<file path="src/rtl/ps2_tx_multi.sv">
// Multi-channel PS/2 device-to-host transmitter: per-channel byte FIFO and frame serialiser, shared clock divider.
// Define PS2_INHIBIT_EN to let a host holding ps2_clk_in low abort the current frame, which is then resent.
module ps2_tx_multi #(
    parameter int CHANNELS  = 2,
    parameter int FIFO_BITS = 3,
    parameter int PS2DIV    = 100
) (
    input  logic                clk_sys,
    input  logic                reset_n,
    input  logic [CHANNELS-1:0] wr_en,
    input  logic [7:0]          wr_data,
    input  logic [CHANNELS-1:0] clr_overflow,
    output logic [CHANNELS-1:0] fifo_full,
    output logic [CHANNELS-1:0] fifo_empty,
    output logic [CHANNELS-1:0] overflow,
    output logic [CHANNELS-1:0] busy,
    output logic [CHANNELS-1:0] ps2_clk,
    output logic [CHANNELS-1:0] ps2_data,
    input  logic [CHANNELS-1:0] ps2_clk_in
);

    localparam int DEPTH = 1 << FIFO_BITS;
    localparam int CW    = (PS2DIV > 1) ? $clog2(PS2DIV) : 1;

    typedef enum logic [3:0] {
        ST_IDLE = 4'd0,
        ST_B1   = 4'd1,
        ST_B2   = 4'd2,
        ST_B3   = 4'd3,
        ST_B4   = 4'd4,
        ST_B5   = 4'd5,
        ST_B6   = 4'd6,
        ST_B7   = 4'd7,
        ST_B8   = 4'd8,
        ST_PAR  = 4'd9,
        ST_STOP = 4'd10,
        ST_DONE = 4'd11
    } state_t;

    logic [CW-1:0] div_cnt_q, div_cnt_d;
    logic          clk_ps2_q, clk_ps2_d;
    logic          tick;

    always_comb begin
        div_cnt_d = div_cnt_q + CW'(1);
        clk_ps2_d = clk_ps2_q;
        if (div_cnt_q == CW'(PS2DIV - 1)) begin
            div_cnt_d = '0;
            clk_ps2_d = ~clk_ps2_q;
        end
    end

    // Every serialiser advances on the rising edge of the shared PS/2 clock.
    assign tick = (div_cnt_q == CW'(PS2DIV - 1)) && !clk_ps2_q;

    always_ff @(posedge clk_sys or negedge reset_n) begin
        if (!reset_n) begin
            div_cnt_q <= '0;
            clk_ps2_q <= 1'b0;
        end else begin
            div_cnt_q <= div_cnt_d;
            clk_ps2_q <= clk_ps2_d;
        end
    end

`ifndef PS2_INHIBIT_EN
    logic unused_clk_in;
    assign unused_clk_in = ^ps2_clk_in;
`endif

    genvar gi;
    generate
        for (gi = 0; gi < CHANNELS; gi++) begin : g_ch
            logic [FIFO_BITS:0] wptr_q, wptr_d, rptr_q, rptr_d;
            logic [7:0]         mem_q [DEPTH];
            state_t             state_q, state_d;
            logic [7:0]         shift_q, shift_d;
            logic               parity_q, parity_d;
            logic               data_q, data_d;
            logic               ovf_q, ovf_d;
            logic               full, empty, push, pop;
            logic               host_low, abort;

            assign empty = (wptr_q == rptr_q);
            assign full  = (wptr_q[FIFO_BITS] != rptr_q[FIFO_BITS]) &&
                           (wptr_q[FIFO_BITS-1:0] == rptr_q[FIFO_BITS-1:0]);
            assign push  = wr_en[gi] && !full;

`ifdef PS2_INHIBIT_EN
            logic [1:0] sync_q;
            always_ff @(posedge clk_sys or negedge reset_n) begin
                if (!reset_n) begin
                    sync_q <= 2'b11;
                end else begin
                    sync_q <= {sync_q[0], ps2_clk_in[gi]};
                end
            end
            assign host_low = !sync_q[1];
            // The host can only pull the clock low while we are driving it high.
            assign abort    = host_low && clk_ps2_q &&
                              (state_q != ST_IDLE) && (state_q != ST_DONE);
`else
            assign host_low = 1'b0;
            assign abort    = 1'b0;
`endif

            always_comb begin
                state_d  = state_q;
                shift_d  = shift_q;
                parity_d = parity_q;
                data_d   = data_q;
                pop      = 1'b0;
                if (abort) begin
                    state_d = ST_IDLE;
                    data_d  = 1'b1;
                end else if (tick) begin
                    case (state_q)
                        ST_IDLE: begin
                            if (!empty && !host_low) begin
                                shift_d  = mem_q[rptr_q[FIFO_BITS-1:0]];
                                parity_d = 1'b1;
                                data_d   = 1'b0;
                                state_d  = ST_B1;
                            end
                        end
                        ST_B1, ST_B2, ST_B3, ST_B4, ST_B5, ST_B6, ST_B7, ST_B8: begin
                            data_d  = shift_q[0];
                            shift_d = {1'b0, shift_q[7:1]};
                            if (shift_q[0]) begin
                                parity_d = ~parity_q;
                            end
                            state_d = state_t'(state_q + 4'd1);
                        end
                        ST_PAR: begin
                            data_d  = parity_q;
                            state_d = ST_STOP;
                        end
                        ST_STOP: begin
                            data_d  = 1'b1;
                            state_d = ST_DONE;
                        end
                        ST_DONE: begin
                            // Pop only once the frame is fully on the wire.
                            pop     = 1'b1;
                            state_d = ST_IDLE;
                        end
                        default: begin
                            data_d  = 1'b1;
                            state_d = ST_IDLE;
                        end
                    endcase
                end
            end

            assign wptr_d = wptr_q + {{FIFO_BITS{1'b0}}, push};
            assign rptr_d = rptr_q + {{FIFO_BITS{1'b0}}, pop};
            // A drop outranks a simultaneous clear.
            assign ovf_d  = (wr_en[gi] && full) ? 1'b1 :
                            clr_overflow[gi]    ? 1'b0 : ovf_q;

            always_ff @(posedge clk_sys) begin
                if (push) begin
                    mem_q[wptr_q[FIFO_BITS-1:0]] <= wr_data;
                end
            end

            always_ff @(posedge clk_sys or negedge reset_n) begin
                if (!reset_n) begin
                    wptr_q   <= '0;
                    rptr_q   <= '0;
                    state_q  <= ST_IDLE;
                    shift_q  <= '0;
                    parity_q <= 1'b1;
                    data_q   <= 1'b1;
                    ovf_q    <= 1'b0;
                end else begin
                    wptr_q   <= wptr_d;
                    rptr_q   <= rptr_d;
                    state_q  <= state_d;
                    shift_q  <= shift_d;
                    parity_q <= parity_d;
                    data_q   <= data_d;
                    ovf_q    <= ovf_d;
                end
            end

            assign fifo_full[gi]  = full;
            assign fifo_empty[gi] = empty;
            assign overflow[gi]   = ovf_q;
            assign busy[gi]       = (state_q != ST_IDLE);
            assign ps2_clk[gi]    = clk_ps2_q | (state_q == ST_IDLE);
            assign ps2_data[gi]   = data_q;
        end
    endgenerate

endmodule

</file>
<file path="config.mk">
export PLATFORM = sky130hd
export DESIGN_NAME = ps2_tx_multi
export DESIGN_NICKNAME = d
export VERILOG_FILES = /design/src/rtl/ps2_tx_multi.sv
export SDC_FILE = /design/constraint.sdc
export NUM_CORES = 1
export LEC_CHECK = 0
export CAP_MARGIN = 20
export CORE_ASPECT_RATIO = 0.6
export CORE_MARGIN = 4
export CORE_UTILIZATION = 30
export CTS_BUF_LIST = sky130_fd_sc_hd__clkbuf_16
export CTS_CLUSTER_DIAMETER = 100
export DETAILED_ROUTE_END_ITERATION = 16
export DONT_BUFFER_PORTS = 1
export GPL_ROUTABILITY_DRIVEN = 0
export GPL_TIMING_DRIVEN = 1
export PLACE_DENSITY = 0.54
export SYNTH_ARGS = -nofsm -noshare
export SYNTH_HDL_FRONTEND = slang
export SYNTH_SLANG_ARGS = --single-unit
</file>
<file path="constraint.sdc">
create_clock -name clk_sys -period 4.85 [get_ports clk_sys]
set_clock_uncertainty 0.05 [all_clocks]
set_input_delay 0.97 -clock clk_sys [delete_from_list [all_inputs] [get_ports clk_sys]]
set_output_delay 0.97 -clock clk_sys [all_outputs]
set_load 0.1 [all_outputs]
</file>
-- After elaboration in Yosys (flattened, before gate mapping)
Memories as Yosys holds them, arrays and structs flattened.
Cells that the tools add are included.
- flip-flop bits (word level): 54
- bits in writable memories: 128
- input port bits: 16
- logic and storage cells: 124
- memories kept: 2
- memories (memory ; depth ; width ; rd ports ; clocked after memory_dff ; wr ports ; RTL line ; source):
    g_ch[0].mem_q ; 8 ; 8 ; 1 ; 0 ; 1 ; 75 ; logic [7:0] mem_q [DEPTH];
    g_ch[1].mem_q ; 8 ; 8 ; 1 ; 0 ; 1 ; 75 ;
- $add $sub $neg: 7
- equal/unequal tests: 33
- multiplexer cells: 31
- bitwise operators: 7
- reductions and logical operators: 28
- operators by type and width (cell ; number):
    $eq A4 B3 Y1 const B ; 8
    $eq A4 B4 Y1 const B ; 8
    $pmux W4 S4 ; 2
    $pmux W8 S2 ; 2
    $mux W1 ; 18
    $add A4 B1 Y4 ; 4
    $eq A4 B2 Y1 const B ; 4
    $mux W8 ; 2
    $reduce_or A8 Y1 ; 2
    $reduce_and A3 Y1 ; 4
    $add A4 B1 Y4 const B ; 2
    $eq A4 B1 Y1 const B ; 2
    $eq A4 B4 Y1 ; 2
    $logic_not A4 Y1 ; 2
    $mux W4 ; 2
    $ne A2 B2 Y1 const B ; 4
    $pmux W1 S4 ; 2
    $reduce_and A4 Y1 ; 2
    $reduce_bool A2 Y1 ; 4
    $reduce_bool A4 Y1 ; 2
    $add A7 B1 Y7 const B ; 1
    $eq A7 B7 Y1 const B ; 1
    $logic_and A1 B1 Y1 ; 7
    $mux W7 ; 1
    other kinds (7) ; 18

-- Depth between registers and ports, before layout
- word-level depth: 6
- depth in mapped cells: 7
- depth with buffers taken out: 7

-- Least setup slack after synthesis
OpenSTA, ideal clock, no wires.
- path type: reg-to-output
- start: reg g_ch[1].state_q[0]
- end: out ps2_clk[1]
- data arrival time: 2446 ps
- data required time: 3830 ps
- slack: 1384 ps
- stages on the path, launching flop included: 6
- path buffers: 0
- path through: dfrtp_1 inv_1 ha_1 nor3b_2 inv_1 nand2_1
- word-level cells in the longest chain between the ends: 2
- RTL lines (element ; RTL line ; source):
    start, declared ; 76 ; state_t state_q, state_d;
    start signal, assigned ; 179 ; state_q <= state_d;
    $logic_not A4 Y1 ; 191 ; assign ps2_clk[gi] = clk_ps2_q | (state_q == ST_IDLE);
    $or A1 B1 Y1 ; 191 ;
    end, declared ; 17 ; output logic [CHANNELS-1:0] ps2_clk,
Every way passes these cells.

-- Worst setup path in the final report
Same ends and word-level chain as after synthesis.

==> flow_summary.ini <==
[layout]
antenna_cells = 0
area_growth_pct = 12.3
final_common_cell = edfxtp_1
final_layout_size_suffix_gt1_frac = 0.236
stdcell_area_mm2 = 0.00899
final_cell_mix = edfxtp_1 (128), dfrtp_1 (50), mux2_2 (41)
final_nets = 512

[power_and_ir_drop]
power_leakage_nw = 3.19
seq_power_share = 0.516
p_comb_frac = 0.117
p_sw_frac = 0.262
p_sw_mw = 1.01
clockPowerShare = 0.367
p_per_area_mw_per_mm2 = 430
intPower_mw = 2.85
p_total_mw = 3.86
max-vdd-ir-drop_mv = 0.234

[timing]
finalSetupViolCount = 0
hold_viol = 0
rsz0062_at_grt = no
slew_headroom = 0.242
setup_tns_ps = 0
period_minus_slack_ps = 4180
worstMarginPinSlew_ps = 1140
timing.fmax_mhz = 240
period_share = 0.861
maxSlewViolCount = 0

[synthesis]
yosysSeqAreaShare = 0.650
yosys-top-cells-area = edfxtp_1 (48%), dfrtp_1 (16%), mux4_2 (6.2%)
syn-num-nets = 509
synth_top_area_frac = 0.480
synthArstFlopShare = 0.297
synthCells = 476
yosys.area.top_type = edfxtp_1
synth_warnings = 0
yosys_register_bits = 182
syn_area_mm2 = 0.00800
yosysUniqueCellTypes = 55
syn_area_per_cell_um2 = 16.8
synth_edf_count = 128
ys.flop_type = edfxtp_1

[floorplan]
die_height_um = 135
core_mm2 = 0.0258
rows = 45
initial_core_util = 0.310
ios = 28
die-area_mm2 = 0.0294
chipWidth_um = 219

[drt]
highest_layer = met4
ant_nets = 0
drt_iter0_drc = 372
post_drt_wl_per_cell_um = 18.7
drc = 0
num_vias = 4017
met2_length_um = 6630
wirelength_um = 15700
met1_length_um = 8040
firstDrtPassIters = 7
viasPerCell = 4.77
wl_met3_um = 921

[clock_tree]
clk_latency_ps = 430
cts_resized = 0
clk_pin_slew_ps = 70
cts_setup_buffers = 0
cts.sinks = 182
postCtsHoldBufs = 0
cts_buffers = 17
cts_tree = done
root_buffer = clkbuf_16
clockBufferDepth = 2
cts_max_level = 4

[place]
place_area_mm2 = 0.00838
hpwl_um = 10200
portBuffers = 0

[outcome]
outcome = finished, final reports clean

[global_routing]
grt_usage = 0.113
grt_overflow_total = 0
grt_max_degree = 55
grt_antenna_before_repair = 0
grt_pass1_wl_um = 24700
grt_pass1_vias = 4160

[run]
cap_violations = 0

[setup_path]
critPathLaunchType = flip-flop
crit_required_ps = 3830
cp_common_cell = inv_1
slowest_delay_ps = 860
critical_path.slowest_cell = nand2_1
end_kind = output pin
worstPathArrival_ps = 3160
crit_type = reg -> out
crit_chain = inv_1 > ha_1 > nor3b_2 > inv_1 > nand2_1
worstPathMaxFanout = 7

[min_path]
hold_class = in -> async
## per-stage QoR
step,std cells,utilization,setup WS [ps],hold WS [ps]
floorplan,476,-,1380,395
global placement,812,0.325,1200,417
detailed placement,812,0.325,1120,428
CTS,843,0.349,643,152
global route,843,0.349,473,154
finish,843,0.349,675,193
## state kept, by name (all words and copies together) (netlist names)
register       count
g_ch.parity_q      2
g_ch.mem_q       128
g_ch.wptr_q        8
clk_ps2_q          1
g_ch.ovf_q         2
div_cnt_q          7
g_ch.data_q        2
g_ch.state_q       8
g_ch.rptr_q        8
g_ch.shift_q      16
## synthesized netlist by cell type (3+ instances only)
library cell	instances
nand3b_1	3
nand2b_1	6
nor2b_1	6
o21ai_0	7
mux2i_1	11
nor3_1	5
nand2_1	9
a21oi_1	6
nand3_1	12
a221oi_1	7
buf_6	3
clkbuf_1	7
ha_1	17
dfrtp_1	50
dfstp_2	4
buf_2	6
buf_4	8
a22o_1	4
edfxtp_1	128
xnor2_1	11
nand4_1	3
mux2_2	41
mux4_2	22
inv_1	16
mux4_1	10
and3_1	5
xor2_1	10
nor2_1	22
## area by class of cell
cell class	instances	area (um2)
Inverter	16	60.1
Sequential cell	182	5200
Multi-Input combinational cell	251	2580
Clock buffer	17	425
Tap cell	352	440
Fill cell	2458	16800
Timing Repair Buffer	11	103
Clock inverter	14	178
## power groups by stage
stage	sequential (mW)	combinational (mW)	clock, mW
2_1_floorplan	1.95	0.393	0
3_3_place_gp	2.02	0.450	0
3_5_place_dp	2.03	0.457	0
4_1_cts	2.00	0.461	1.46
5_1_grt	2.01	0.494	1.53
6_report	1.99	0.452	1.42
## critical path, delay by kind of cell, from the launching register on
kind | cells | cell delay (ps)
flops | 1 | 430
simple gates | 2 | 1390
buf+inv | 2 | 680
fa+ha+maj | 1 | 240
## cell families (layout without fill, tap and decap cells)
logic type | Yosys count | in the layout | synth area share
mux | 86 | 86 | 0.170
buf+inv | 43 | 58 | 0.0297
simple gates | 83 | 83 | 0.0572
compound gates | 44 | 44 | 0.0439
xor+xnor | 21 | 21 | 0.0230
flops | 182 | 182 | 0.650
fa+ha+maj | 17 | 17 | 0.0266
## per-layer routing
layer | GRT usage | vias up
met5 | 0 | -
met4 | 0.0305 | 0
met3 | 0.0380 | 10
met2 | 0.159 | 88
met1 | 0.166 | 2068
li1 | - | 1851
## final timing paths
path                               startpoint             endpoint  slack (ps)  cells after the start
max                        g_ch[1].state_q[0]           ps2_clk[1]         670                      5
min                                   reset_n    g_ch[0].wptr_q[2]         190                      0
max reg2reg                 g_ch[1].rptr_q[1]  g_ch[1].mem_q[4][1]        1820                      4
min reg2reg                      div_cnt_q[0]         div_cnt_q[0]         440                      1
max in group asynchronous             reset_n     g_ch[0].parity_q        4350                      0
min in group clk_sys             div_cnt_q[0]         div_cnt_q[0]         440                      1
(Power assumes the default switching activity.)
